===== src/rtl/bg_band_renderer.sv =====
// Background band renderer: sky/ground fill plus VRAM-fetched band pixels (scroll via BG_SCROLL_EN).
// Latency: index_out/out_valid 2 cycles after pix_valid; index_out is muxed live from vram_rdata.
// Backpressure: none; every pix_valid cycle is accepted, and pix_valid low holds pointers and address.
module bg_band_renderer #(
    parameter logic [4:0] PALETTE   = 5'd0,
    parameter logic [9:0] SKY_END   = 10'd300,
    parameter logic [9:0] GND_START = 10'd428,
    parameter logic [3:0] SKY_IDX   = 4'd5,
    parameter logic [3:0] GND_IDX   = 4'd7,
    parameter int         WORD_W    = 9,
    parameter int         BPP       = 3,
    parameter int         WPL       = 214,
    parameter int         ADDR_W    = 15
) (
    input  logic              clk,
    input  logic              rst_n,
    input  logic              pix_valid,
    input  logic [9:0]        x,
    input  logic [9:0]        y,
    input  logic              frame_start,
    input  logic              scroll_we,
    input  logic [7:0]        scroll_word,
    input  logic [1:0]        scroll_sub,
    output logic [ADDR_W-1:0] vram_addr,
    input  logic [WORD_W-1:0] vram_rdata,
    output logic [8:0]        index_out,
    output logic              out_valid
);

    localparam int PPW   = WORD_W / BPP;
    localparam int SUB_W = (PPW > 1) ? $clog2(PPW) : 1;
    localparam logic [SUB_W-1:0]  SUB_LAST  = SUB_W'(PPW - 1);
    localparam logic [ADDR_W-1:0] WORD_LAST = ADDR_W'(WPL - 1);
    localparam logic [1:0] RG_SKY  = 2'd0;
    localparam logic [1:0] RG_BAND = 2'd1;
    localparam logic [1:0] RG_GND  = 2'd2;

    logic [7:0] act_word;
    logic [1:0] act_sub;

`ifdef BG_SCROLL_EN
    logic [7:0] pend_word;
    logic [1:0] pend_sub;

    // A write landing with frame_start bypasses the pending stage.
    always_ff @(posedge clk or negedge rst_n) begin
        if (!rst_n) begin
            pend_word <= '0;
            pend_sub  <= '0;
            act_word  <= '0;
            act_sub   <= '0;
        end else begin
            if (scroll_we) begin
                pend_word <= scroll_word;
                pend_sub  <= scroll_sub;
            end
            if (frame_start) begin
                act_word <= scroll_we ? scroll_word : pend_word;
                act_sub  <= scroll_we ? scroll_sub  : pend_sub;
            end
        end
    end
`else
    logic unused_scroll;
    assign act_word      = '0;
    assign act_sub       = '0;
    assign unused_scroll = ^{frame_start, scroll_we, scroll_word, scroll_sub};
`endif

    logic [ADDR_W-1:0] word_ptr, load_word, eff_word, nxt_word, band_addr;
    logic [SUB_W-1:0]  sub_ptr, load_sub, eff_sub, nxt_sub;
    logic [9:0]        band_row;
    logic [1:0]        rg;

    assign load_word = ADDR_W'(32'(act_word) % WPL);
    assign load_sub  = (32'(act_sub) >= PPW) ? SUB_LAST : SUB_W'(act_sub);

    always_comb begin
        rg = RG_GND;
        if (y < SKY_END)
            rg = RG_SKY;
        else if (y < GND_START)
            rg = RG_BAND;
    end

    assign band_row  = y - SKY_END;
    assign eff_word  = (x == 10'd0) ? load_word : word_ptr;
    assign eff_sub   = (x == 10'd0) ? load_sub  : sub_ptr;
    assign band_addr = ADDR_W'(band_row) * ADDR_W'(WPL) + eff_word;

    // Only band pixels consume VRAM fields; sky/ground just keep the loaded position.
    always_comb begin
        nxt_word = eff_word;
        nxt_sub  = eff_sub;
        if (rg == RG_BAND) begin
            if (eff_sub == SUB_LAST) begin
                nxt_sub  = '0;
                nxt_word = (eff_word == WORD_LAST) ? '0 : eff_word + ADDR_W'(1);
            end else begin
                nxt_sub = eff_sub + SUB_W'(1);
            end
        end
    end

    logic             v1, v2;
    logic [1:0]       r1, r2;
    logic [SUB_W-1:0] s1, s2;

    always_ff @(posedge clk or negedge rst_n) begin
        if (!rst_n) begin
            word_ptr  <= '0;
            sub_ptr   <= '0;
            vram_addr <= '0;
            v1        <= 1'b0;
            r1        <= RG_SKY;
            s1        <= '0;
            v2        <= 1'b0;
            r2        <= RG_SKY;
            s2        <= '0;
        end else begin
            v1 <= pix_valid;
            v2 <= v1;
            r2 <= r1;
            s2 <= s1;
            if (pix_valid) begin
                r1       <= rg;
                s1       <= eff_sub;
                word_ptr <= nxt_word;
                sub_ptr  <= nxt_sub;
                if (rg == RG_BAND)
                    vram_addr <= band_addr;
            end
        end
    end

    logic [BPP-1:0] field;

    // Field 0 is the most significant BPP bits of the word.
    always_comb begin
        field = '0;
        for (int i = 0; i < PPW; i++) begin
            if (s2 == SUB_W'(i))
                field = vram_rdata[WORD_W-1-i*BPP -: BPP];
        end
    end

    always_comb begin
        index_out = '0;
        if (v2) begin
            case (r2)
                RG_SKY:  index_out = {PALETTE, SKY_IDX};
                RG_BAND: index_out = {PALETTE, 4'(field)};
                default: index_out = {PALETTE, GND_IDX};
            endcase
        end
    end

    assign out_valid = v2;

endmodule


===== config.mk =====
export PLATFORM = sky130hd
export DESIGN_NAME = bg_band_renderer
export DESIGN_NICKNAME = d
export VERILOG_FILES = /design/src/rtl/bg_band_renderer.sv
export SDC_FILE = /design/constraint.sdc
export NUM_CORES = 1
export LEC_CHECK = 0
export BUFFER_PORTS_ARGS = -buffer_cell sky130_fd_sc_hd__buf_2
export CAP_MARGIN = 25
export CORE_MARGIN = 5
export CORE_UTILIZATION = 60
export CTS_CLUSTER_SIZE = 14
export DETAILED_ROUTE_END_ITERATION = 6
export PLACE_DENSITY = 0.85
export SKIP_LAST_GASP = 1
export SLEW_MARGIN = 20
export SYNTH_ARGS = -nofsm -noshare
export SYNTH_HDL_FRONTEND = slang
export SYNTH_SLANG_ARGS = --single-unit

===== constraint.sdc =====
create_clock -name clk -period 5.6 [get_ports clk]
set_input_delay 0.28 -clock clk [delete_from_list [all_inputs] [get_ports clk]]
set_output_delay 0.28 -clock clk [all_outputs]
set_load 0.1 [all_outputs]

# Word level (Yosys, flattened, before mapping)

Cells that the tools add are included.

Output and inout port bits: 25
Register bits after elaboration: 42
Input bits: 44
Word-level logic and storage cells: 40

$add $sub $neg: 4
Reduce and logical (&&, ||, !) cells: 4
$lt $le $gt $ge: 2
Muxes and demuxes: 14
Equality and inequality tests: 6
Multipliers: 1

Operator list:

| operator                                                     | count |
|---|---|
| two-way mux 15 bit                                           | 4 |
| less-than comparator 10 x 9 -> 1 bit (second input constant) | 2 |
| adder 15 x 1 -> 15 bit (second input constant)               | 1 |
| adder 15 bit                                                 | 1 |
| == test 15 x 8 -> 1 bit (second input constant)              | 1 |
| multiplier 10 x 7 -> 14 bit (second input constant)          | 1 |
| two-way mux 3 bit                                            | 4 |
| zero test 10 bit                                             | 1 |
| two-way mux 2 bit                                            | 5 |
| subtractor 10 x 9 -> 10 bit (second input constant)          | 1 |
| == test 2 x 1 -> 1 bit (second input constant)               | 3 |
| one-hot mux 3 bit (2 select lines)                           | 1 |
| == test 2 bit (second input constant)                        | 2 |
| zero test 2 bit                                              | 2 |
| adder 2 x 1 -> 2 bit (second input constant)                 | 1 |
| AND reduction 2 bit                                          | 1 |

# Depth between registers and ports, before layout

Gate-level depths: netlist (run 1).

Depth in word-level cells: 6
Gate-level depth with buffers: 23

# Least setup slack after synthesis (run 1)

OpenSTA, ideal clock, no wires.

Path kind: input to register
Start point: in y[2]
End point: reg vram_addr[14]
Arrival: 5.244 ns
Path buffers: 0
Slack: 0.264 ns
Library setup time: 0.092 ns
Stages on the path: 21
Cell sequence: ha_1 o21a_1 or3_4 xor2_1 ha_1 fa_1 fa_1 inv_1 fa_1 inv_1 ha_1 a21o_1 o21bai_1 xor2_1 ha_1 and3_1 a211oi_1 a21o_2 and3_4 nor3_1 o31ai_2

Word-level cells in the longest chain between the ends: 5
Elaborated cells between the ends (all ways): 9

Ends and longest elaborated chain:

| what                                                                 | RTL line | source |
|---|---|---|
| start, declared                                                      | 19       | `input logic [9:0] y,` |
| parallel branches: the longest is 5 deep, another holds adder 15 bit | n/a      |  |
| end signal, assigned                                                 | 131      | `vram_addr <= band_addr;` |
| end, declared                                                        | 24       | `output logic [ADDR_W-1:0] vram_addr,` |

Several ways; the timed one is not identified.
A chain may end at the register's enable or synchronous reset.

# Worst setup path after layout (run 1)

Start point: in y[2]
End point: reg vram_addr[13]

The elaborated chain is that of the path after synthesis.

==> key figures, run 1 <==
Route
  – Post-DRT Antenna Nets: 0
  – Via count: 3604
  – Initial drt markers: 216
  – Initial DRT Pass Iterations: 4
  – Via density: 5.98
  – DRC: 0
  – Average wire per standard cell: 16.1 um
  – Wirelength, routed: 9680 um

Floorplan
  – Core area: 6720 um2
  – DIE AREA: 8590 um2
  – I/O pins: 69
  – Die height: 92.7 um
  – Starting Density: 0.611
  – Chip width: 92.7 um
  – # rows: 30

Pwr
  – Leak Pwr: 2.33 nW
  – Net Sw Frac: 0.532
  – Internal power: 0.00150 W
  – Clk pwr share: 0.062
  – Total power divided by cell area: 682 nW/um2
  – Final total power: 0.00320 W
  – Sequential power share: 0.137
  – Switch Pwr: 0.00171 W
  – Peak supply drop: 0.349 mV
  – Part of the power in combinational logic: 0.802

Status
  – Status: finished, final reports clean

Clock network
  – Sink Count: 42
  – Cts bufs inserted: 5
  – Worst-Skew Late Latency: 0.30 ns
  – CTS tree: built
  – H-tree Lvls: 2
  – Clock slew at reported path FFs: 0.08 ns
  – CTS root buf: clkbuf_8
  – Clock buffer depth: 2

Job
  – Max_cap viols: 0

Critical path
  – Crit path DAT: 5.56 ns
  – Buffer and inverter count on the worst path: 3
  – Critical path's slowest cell: fa_1
  – Setup CP Type: in -> reg
  – CP peak stage delay: 0.55 ns
  – Crit. End Element: flip-flop
  – Crit-path leading delay family: adder cells
  – Stages on the worst setup path: 22
  – Flop2flop setup slack: 2.62 ns
  – CP most frequent cell: ha_1
  – Reg2reg path depth: 11
  – CP Cell Sequence: buf_2, ha_1, o21a_1, xnor2_1, ha_1, fa_1, fa_1, inv_1, fa_1, inv_1, ha_1, nor4_2, nor3_2, a21oi_2, xnor2_1, ha_1, a21oi_2, nand2_1, a2111o_1, a221oi_1, xor2_1, o21ai_0
  – WP data required: 5.75 ns
  – Critical path peak fanout: 4
  – CP Launch Type: primary input

Placement
  – GP Congestion: 0.976
  – PortBufs: 50
  – DP HPWL: 7660 um
  – Placed insts: 591
  – Area after DPL: 4510 um2

GRT
  – Largest net degree at the start of global routing: 43
  – Number of global-route vias before repair: 3377
  – GRT Util Overall: 0.226
  – Initial antenna violation count: 0
  – Gr ovfl total: 0
  – First-pass GRT wire length: 15600 um

Layout
  – P&R area growth vs syn: 14.5%
  – Post-layout nets: 636
  – Diode count: 0
  – Final std cells w/o fill: 603
  – Layout cells sized above 1: 0.191
  – Fill count: 501
  – Final Cell Area: 4700 um2
  – Core Util, Final: 0.699

Min path
  – Hold-critical path depth: 1
  – Worst hold path type: in -> reg

Logic synthesis
  – Yosys top cell by area: dfrtp_1
  – Yosys reg bits: 42
  – Async set or reset register ratio after synthesis: 1.00
  – Synth Flop Type: dfrtp_1
  – Syn Area/Cell: 9.04 um2
  – Top area cells in the synthesized netlist: dfrtp_1 (26%), ha_1 (16%), fa_1 (9.3%)
  – Post-Syn Instances: 454
  – Library cells used by synthesis: 60
  – Most numerous cell in the Yosys netlist: ha_1
  – Seq/Total Area, Yosys: 0.256
  – Post-synth EDFFs: 0
  – Post-synth top cells: ha_1 (51), inv_1 (48), dfrtp_1 (42), o21ai_0 (40), nand2_1 (32)
  – Area share of the largest cell type after synthesis: 0.256
  – Synthesized area: 4100 um2
  – Yosys warns: 0

Timing
  – Final setup viols: 0
  – Layout Skew: 0.00339 ns
  – Period utilisation layout: 0.966
  – Fmax: 0.185 GHz
  – Worst slew margin: 0.398
  – Hold Vio Cnt, Final: 0
  – Slew @ Worst Pin: 0.900 ns
  – Min Tclk post-route: 5.41 ns
  – Slew Viols, Final: 0
  – Total Neg Setup Slack: 0 ns
timing repair:
action,CTS,global route
resized for setup,0,8
buffers inserted,0,2
endpoints found under the setup margin,0,2
hold buffers,0,1
endpoints found under the hold margin,0,17
stage by stage:
step           hold WS [ns]  setup WS [ns]
2_1_floorplan       -0.0156          0.264
3_3_place_gp          0.332       -0.00610
3_5_place_dp          0.342         -0.101
4_1_cts               0.152          0.128
5_1_grt               0.294        -0.0494
6_report              0.285          0.190
worst reg2reg max path, delay by kind of cell (launching register included):
family                     cells  cell delay, ns
DFF                            1            0.40
buffers and inverters          1            0.08
and+or+nand+nor                1            0.08
xor gates and xnor gates       1            0.20
AOI/OAI and AO/OA              6            1.38
adders and majority gates      2            0.68
state kept, by name, summed over array words and instances (netlist names):
name and flops:
v1 1, word_ptr 15, sub_ptr 2, s2 2, r1 2, r2 2
vram_addr 15, s1 2, out_valid 1
power by group through the flow:
stage                     logic, W  clock network, W  registers, W
after floorplan            0.00144                 0      0.000804
after global placement     0.00226                 0      0.000438
after detailed placement   0.00233                 0      0.000444
after CTS                  0.00235          0.000198      0.000437
after global routing       0.00280          0.000213      0.000449
final                      0.00257          0.000197      0.000438
cell type report:
type | instances | area [um2] | share of cell area
Inverter | 50 | 188 | 0.0399
Tap cell | 80 | 100 | 0.0213
Clock inverter | 2 | 13.8 | 0.00293
Sequential cell | 42 | 1050 | 0.224
Multi-Input combinational cell | 354 | 2860 | 0.608
Clock buffer | 6 | 72.6 | 0.0154
Timing Repair Buffer | 69 | 415 | 0.0884
cell usage in the layout (no fill, tap or decap), types with 6 or more instances in the layout:
cell,instances
buf_4,17
buf_2,50
fa_1,19
nand2_1,32
nand3_1,11
o21ai_0,40
and3_1,9
a21oi_1,24
nand4_1,6
inv_1,48
xor2_1,13
and2_1,14
a21o_1,6
ha_1,50
conb_1,6
xnor2_1,18
nor2_1,18
dfrtp_1,42
logic make-up after synthesis:
family | share of synthesized area
other | 0.000914
buffers and inverters | 0.0631
adder cells (fa/ha/maj) | 0.248
XOR/XNOR | 0.0738
multiplexers | 0.0207
AND/OR/NAND/NOR | 0.158
flip-flops | 0.256
AO/OA/AOI/OAI | 0.179
metal layers:
metal,track usage,part of all wire
met2,0.381,0.50
met3,0.0357,0.059
met1,0.299,0.42
met4,0.0720,0.022
met5,0,0
worst paths after layout:
kind,from,end
setup / recovery,y[2],vram_addr[13]$_DFFE_PN0P_
hold / removal,pix_valid,v1$_DFF_PN0_
setup reg to reg,word_ptr[1]$_DFFE_PN0P_,vram_addr[13]$_DFFE_PN0P_
hold reg to reg,v1$_DFF_PN0_,out_valid$_DFF_PN0_
max in group asynchronous,rst_n,word_ptr[6]$_DFFE_PN0P_
min in group asynchronous,rst_n,s2[1]$_DFF_PN0_
No activity file was read; power rests on OpenSTA's default activity.
==> inputs of run 2 (changes only) <==
CORE_UTILIZATION = 58   (was 60)
CTS_CLUSTER_DIAMETER = 200   (was not set)
PLACE_DENSITY = 0.83   (was 0.85)
clock period = 5.1 ns   (was 5.6 ns; I/O delays follow)
==> run 2 against run 1 <==
Design area is 6.4% higher. Sequential share of layout area decreased by 1.4 points. Via count up 3.0%. Setup slack got worse by 0.13 ns. Die area is 3.1% higher. Clock skew grew 0.0018 ns. Core utilization increased by 3.3 points. Critical path type unchanged. Critical endpoint is now vram_addr[14]$_DFFE_PN0P_. Highest routed layer unchanged.
==> key figures, run 2 (same netlist as run 1, synthesis figures left out) <==
Status
  – Status: finished, final reports clean

Timing
  – Slew Viols, Final: 0 (unchanged)
  – Final setup viols: 0 (unchanged)
  – Hold slack: 0.252 ns (-0.0335 ns)
  – Period utilisation layout: 0.988
  – Worst slew margin: 0.421 (+0.0227)
  – Hold Vio Cnt, Final: 0 (unchanged)
  – Slew @ Worst Pin: 0.866 ns (-0.0340 ns)
  – Fmax: 0.198 GHz
  – Min Tclk post-route: 5.04 ns
  – RSZ-0062 raised after global routing: true
  – Layout Skew: 0.00515 ns (+0.00175 ns)

Layout
  – Layout cells sized above 1: 0.258 (+0.0671)
  – Final Cell Area: 5000 um2 (+6.4%)
  – Diode count: 0 (unchanged)
  – Top Registers: vram_addr x15, word_ptr x15
  – Most common cell after layout, fill and taps aside: buf_2
  – P&R area growth vs syn: 21.9%
  – Post-layout nets: 655 (+3.0%)
  – Commonest non-fill, non-tap cells in the layout: buf_2 (50), inv_1 (46), ha_1 (45), dfrtp_1 (42), o21ai_0 (40)
  – Core Util, Final: 0.732 (+0.0328)

Critical path
  – Crit-path leading delay family: adder cells
  – Worst Setup SP: y[2]
  – RR Startpoint: word_ptr[1]$_DFFE_PN0P_
  – Crit path DAT: 5.25 ns (-0.31 ns)
  – Critical path peak fanout: 4 (unchanged)
  – CP Launch Type: primary input
  – Critical path's slowest cell: fa_1
  – CP peak stage delay: 0.49 ns (-0.06 ns)
  – WP data required: 5.31 ns (-0.44 ns)
  – Buffer and inverter count on the worst path: 3 (unchanged)
  – CP most frequent cell: fa_1
  – CP Cell Sequence: buf_2, ha_4, o21a_4, or3_4, xor2_2, ha_1, fa_1, fa_1, inv_1, fa_1, inv_2, ha_4, a21o_1, o21bai_4, xor2_1, ha_1, and3_4, nand3_2, a21o_2, and3_4, o21a_1, o31ai_2
  – Setup CP Type: in -> reg
  – Crit. End Element: flip-flop

Route
  – Metal2 WL: 5210 um (+8.2%)
  – Average wire per standard cell: 16.4 um (+2.2%)
  – Wirelength, routed: 10500 um (+8.1%)
  – Via count: 3711 (+3.0%)
  – Wire length on met3: 579 um (+1.8%)
  – DRT met1 WL: 4400 um (+7.9%)
  – Initial drt markers: 229 (+6.0%)
  – Via density: 5.82 (-2.7%)
  – Top routing layer in use: met4
  – Initial DRT Pass Iterations: 5 (+1)
  – Post-DRT Antenna Nets: 0 (unchanged)
  – DRC: 0 (unchanged)

Placement
  – Area after DPL: 4740 um2 (+5.1%)
  – DP HPWL: 8340 um (+8.9%)
  – PortBufs: 50 (unchanged)
  – GP Congestion: 0.929 (-4.9%)

Floorplan
  – Die height: 94.1 um (+1.5%)
  – # rows: 30 (unchanged)
  – DIE AREA: 8860 um2 (+3.1%)
  – Core area: 6830 um2 (+1.7%)
  – Starting Density: 0.601 (-0.0101)
  – I/O pins: 69 (unchanged)
  – Chip width: 94.1 um (+1.5%)

GRT
  – GRT Util Overall: 0.237 (+0.0112)
  – Largest net degree at the start of global routing: 43 (unchanged)
  – First-pass GRT wire length: 16700 um (+6.9%)
  – Number of global-route vias before repair: 3678 (+8.9%)
  – Initial antenna violation count: 0 (unchanged)
  – Gr ovfl total: 0 (unchanged)

Clock network
  – CTS root buf: clkbuf_8
  – Worst-Skew Late Latency: 0.30 ns (about the same)
  – H-tree Lvls: 2 (unchanged)
  – Cts bufs inserted: 5 (unchanged)
  – Clock slew at reported path FFs: 0.09 ns (about the same)
  – Sink Count: 42 (unchanged)
  – CTS tree: built
  – Clock buffer depth: 2 (unchanged)

Min path
  – Worst hold start: pix_valid
  – Worst hold path type: in -> reg

Job
  – Max_cap viols: 0 (unchanged)
run 2: cell types whose count changed in the layout (fill, tap and decap cells not counted), moves of 2 or more:
cell,before,now
inv_1,48,46
xnor2_2,0,2
clkinvlp_4,0,2
ha_4,1,5
and3_1,9,7
buf_4,17,36
inv_2,1,3
and3_4,1,3
ha_1,50,45
xnor2_1,18,16
run 2: worst paths after layout:
kind | end | cells after the start | slack, ns
min in group asynchronous | r2[0]$_DFF_PN0_ | 2 | 0.44
worst min register to register | out_valid$_DFF_PN0_ | 0 | 0.36
worst max register to register | vram_addr[13]$_DFFE_PN0P_ | 11 | 2.23
worst max-delay path | vram_addr[14]$_DFFE_PN0P_ | 22 | 0.06
worst min-delay path | v1$_DFF_PN0_ | 1 | 0.25
max in group asynchronous | vram_addr[14]$_DFFE_PN0P_ | 3 | 4.18
run 2: layout make-up:
type | count | area, um2
multi-input cells | 354 | 2990
fillers | 514 | 1830
flip-flops and latches | 42 | 1050
repair buffers | 88 | 558
inverters | 50 | 188
well taps | 96 | 120
clock buffers | 5 | 68.8
clock inverters | 3 | 23.8
run 2: repair_timing:
item                       in CTS  in global routing
hold endpoints to repair        0                 18
setup buffers                   0                  2
gates resized for setup         2                 18
hold buffers                    0                  1
setup endpoints to repair       1                  4
cloned                          0                  0
pin swaps                      12                 17
run 2: through the flow:
step           instances  setup TNS, ns  worst slack (ns)
5_1_grt              638         -0.157           -0.0843
2_1_floorplan        459        -0.0280           -0.0280
3_5_place_dp         626          -1.07            -0.365
4_1_cts              634              0            0.0161
3_3_place_gp         626         -0.677            -0.291
6_report             638              0            0.0610
run 2: per-layer routing:
layer,vias to the layer above,GRT usage
met4,0,0.0806
met2,135,0.419
met5,-,0
met1,1784,0.294
li1,1763,-
met3,29,0.0361
Power of run 2 is left out: the tool's default activity adds up to more than one toggle a clock period on the data nets, which glitch-free logic cannot reach.
==> inputs of run 3 (changes only) <==
CORE_ASPECT_RATIO = 1.5   (was not set)
==> run 3 against run 2 <==
Design area grew 1.4%. Core utilization grew 0.28 points. Hold slack gained 0.0058 ns. Fmax shrank 0.47%.
==> key figures, run 3 (same netlist as run 1, synthesis figures left out) <==
Placement
  – Pre-CTS WS: -0.356 ns (+0.00971 ns)
  – PortBufs: 50 (unchanged)
  – GP Congestion: 0.979 (+5.4%)
  – Placed insts: 611 (-2.4%)
  – Area after DPL: 4740 um2 (unchanged)
  – DP HPWL: 8230 um (-1.4%)

Critical path
  – Crit path DAT: 5.28 ns (+0.03 ns)
  – Flop2flop setup slack: 2.23 ns (about the same)
  – Setup CP Type: in -> reg
  – Crit. End Element: flip-flop
  – Reg2reg path depth: 11 (unchanged)
  – CP Launch Type: primary input
  – Critical path peak fanout: 4 (unchanged)
  – WP data required: 5.31 ns (about the same)
  – Worst R2R End: vram_addr[13]$_DFFE_PN0P_
  – RR Startpoint: word_ptr[1]$_DFFE_PN0P_

Timing
  – Fmax: 0.198 GHz (-0.47%)
  – Hold Vio Cnt, Final: 0 (unchanged)
  – Worst slew margin: 0.551 (+0.130)
  – Final setup viols: 0 (unchanged)
  – Slew Viols, Final: 0 (unchanged)
  – RSZ-0062 raised after global routing: true
  – Total Neg Setup Slack: 0 ns (unchanged)
  – Layout Skew: 0.00598 ns (+0.000835 ns)
  – Worst setup margin: 0.0375 ns (-0.0235 ns)
  – Min Tclk post-route: 5.06 ns (+0.0235 ns)
  – Period utilisation layout: 0.993 (+0.00462)
  – Slew @ Worst Pin: 0.673 ns (-0.193 ns)

GRT
  – Initial antenna violation count: 0 (unchanged)
  – Number of global-route vias before repair: 3784 (+2.9%)
  – Gr ovfl total: 0 (unchanged)
  – Largest net degree at the start of global routing: 43 (unchanged)
  – First-pass GRT wire length: 17000 um (+1.4%)
  – GRT Util Overall: 0.239 (+0.00118)

Layout
  – Layout cells sized above 1: 0.272 (+0.0139)
  – Top Registers: vram_addr x15, word_ptr x15
  – Post-layout nets: 664 (+1.4%)
  – Commonest non-fill, non-tap cells in the layout: buf_2 (50), inv_1 (47), ha_1 (45), buf_4 (44), dfrtp_1 (42)
  – Diode count: 0 (unchanged)
  – Most common cell after layout, fill and taps aside: buf_2
  – P&R area growth vs syn: 23.6%
  – Final std cells w/o fill: 629 (-1.4%)
  – Final Cell Area: 5070 um2 (+1.4%)

Job
  – Max_cap viols: 0 (unchanged)

Clock network
  – Worst-Skew Late Latency: 0.30 ns (about the same)
  – Clock buffer depth: 2 (unchanged)
  – CTS tree: built
  – Sink Count: 42 (unchanged)
  – H-tree Lvls: 2 (unchanged)
  – Clock slew at reported path FFs: 0.09 ns (about the same)
  – Cts bufs inserted: 5 (unchanged)
  – CTS root buf: clkbuf_8

Route
  – Initial DRT Pass Iterations: 4 (-1)
  – Via count: 3716 (+0.13%)
  – Initial drt markers: 242 (+5.7%)
  – Via density: 5.91 (+1.6%)
  – Post-DRT Antenna Nets: 0 (unchanged)
  – Wirelength, routed: 10700 um (+2.3%)
  – Average wire per standard cell: 17.0 um (+3.8%)
  – DRC: 0 (unchanged)

Min path
  – Worst hold path type: in -> reg
  – Hold-critical path depth: 1 (unchanged)
  – Hold worst-path end: v1$_DFF_PN0_
  – Worst hold start: pix_valid

Floorplan
  – Die height: 113 um (+20%)
  – Chip width: 78.7 um (-16%)
  – I/O pins: 69 (unchanged)
  – # rows: 37 (+23%)
  – DIE AREA: 8890 um2 (+0.39%)
  – Starting Density: 0.595 (-0.00577)
  – Core area: 6900 um2 (+0.97%)

Status
  – Status: finished, final reports clean
run 3: area by class of cell:
| cell class | count | area [um2] |
|---|---|---|
| Fill cell | 471 | 1830 |
| Multi-Input combinational cell | 354 | 3020 |
| Clock buffer | 5 | 68.8 |
| Inverter | 50 | 188 |
| Clock inverter | 3 | 21.3 |
| Sequential cell | 42 | 1050 |
| Timing Repair Buffer | 97 | 626 |
| Tap cell | 78 | 97.6 |
run 3: layer usage:
metal  wire length [um]  part of all wire  GRT usage  vias up
met5                  0                 0          0        -
met4                467             0.044      0.107        0
met3                391             0.037     0.0334       32
met2               5740              0.54      0.446      100
met1               4110              0.38      0.262     1804
li1                   -                 -          -     1780
run 3: worst max-delay path, stage by stage:
cell,delay (ns)
buf_2,0.12
ha_2,0.18
o21a_4,0.21
or3_4,0.35
xor2_2,0.18
ha_1,0.29
fa_1,0.45
fa_1,0.49
inv_1,0.05
fa_1,0.50
inv_2,0.05
ha_4,0.25
a21o_1,0.17
o21bai_4,0.18
xor2_1,0.15
ha_1,0.35
and3_4,0.19
a211oi_2,0.24
a21o_2,0.18
a21oi_1,0.09
o21a_1,0.19
o31ai_2,0.16
run 3: metrics by stage:
stage	utilization	hold slack (ns)
final	0.735	0.258
after floorplan	-	-0.0406
after global routing	0.735	0.250
after CTS	0.709	0.126
after global placement	0.688	0.334
after detailed placement	0.688	0.338
run 3: repair_timing:
action | CTS | global route
setup endpoints to repair | 2 | 4
resized for setup | 7 | 19
endpoints found under the hold margin | 0 | 10
hold buffers | 0 | 1
pin swaps | 19 | 16
setup buffers | 3 | 4
run 3: worst max-delay path by stage:
| stage | start | to | slack, ns | depth (start not counted) |
|---|---|---|---|---|
| final | y[3] | vram_addr[14]$_DFFE_PN0P_ | 0.04 | 22 |
| after global routing | y[3] | vram_addr[14]$_DFFE_PN0P_ | -0.14 | 22 |
| after CTS | y[3] | vram_addr[13]$_DFFE_PN0P_ | 0.002 | 24 |
| after detailed placement | y[3] | vram_addr[13]$_DFFE_PN0P_ | -0.36 | 22 |
| after global placement | y[2] | vram_addr[13]$_DFFE_PN0P_ | -0.22 | 22 |
| after floorplan | y[2] | vram_addr[14]$_DFFE_PN0P_ | -0.03 | 21 |
Power of run 3 is left out for the same reason.
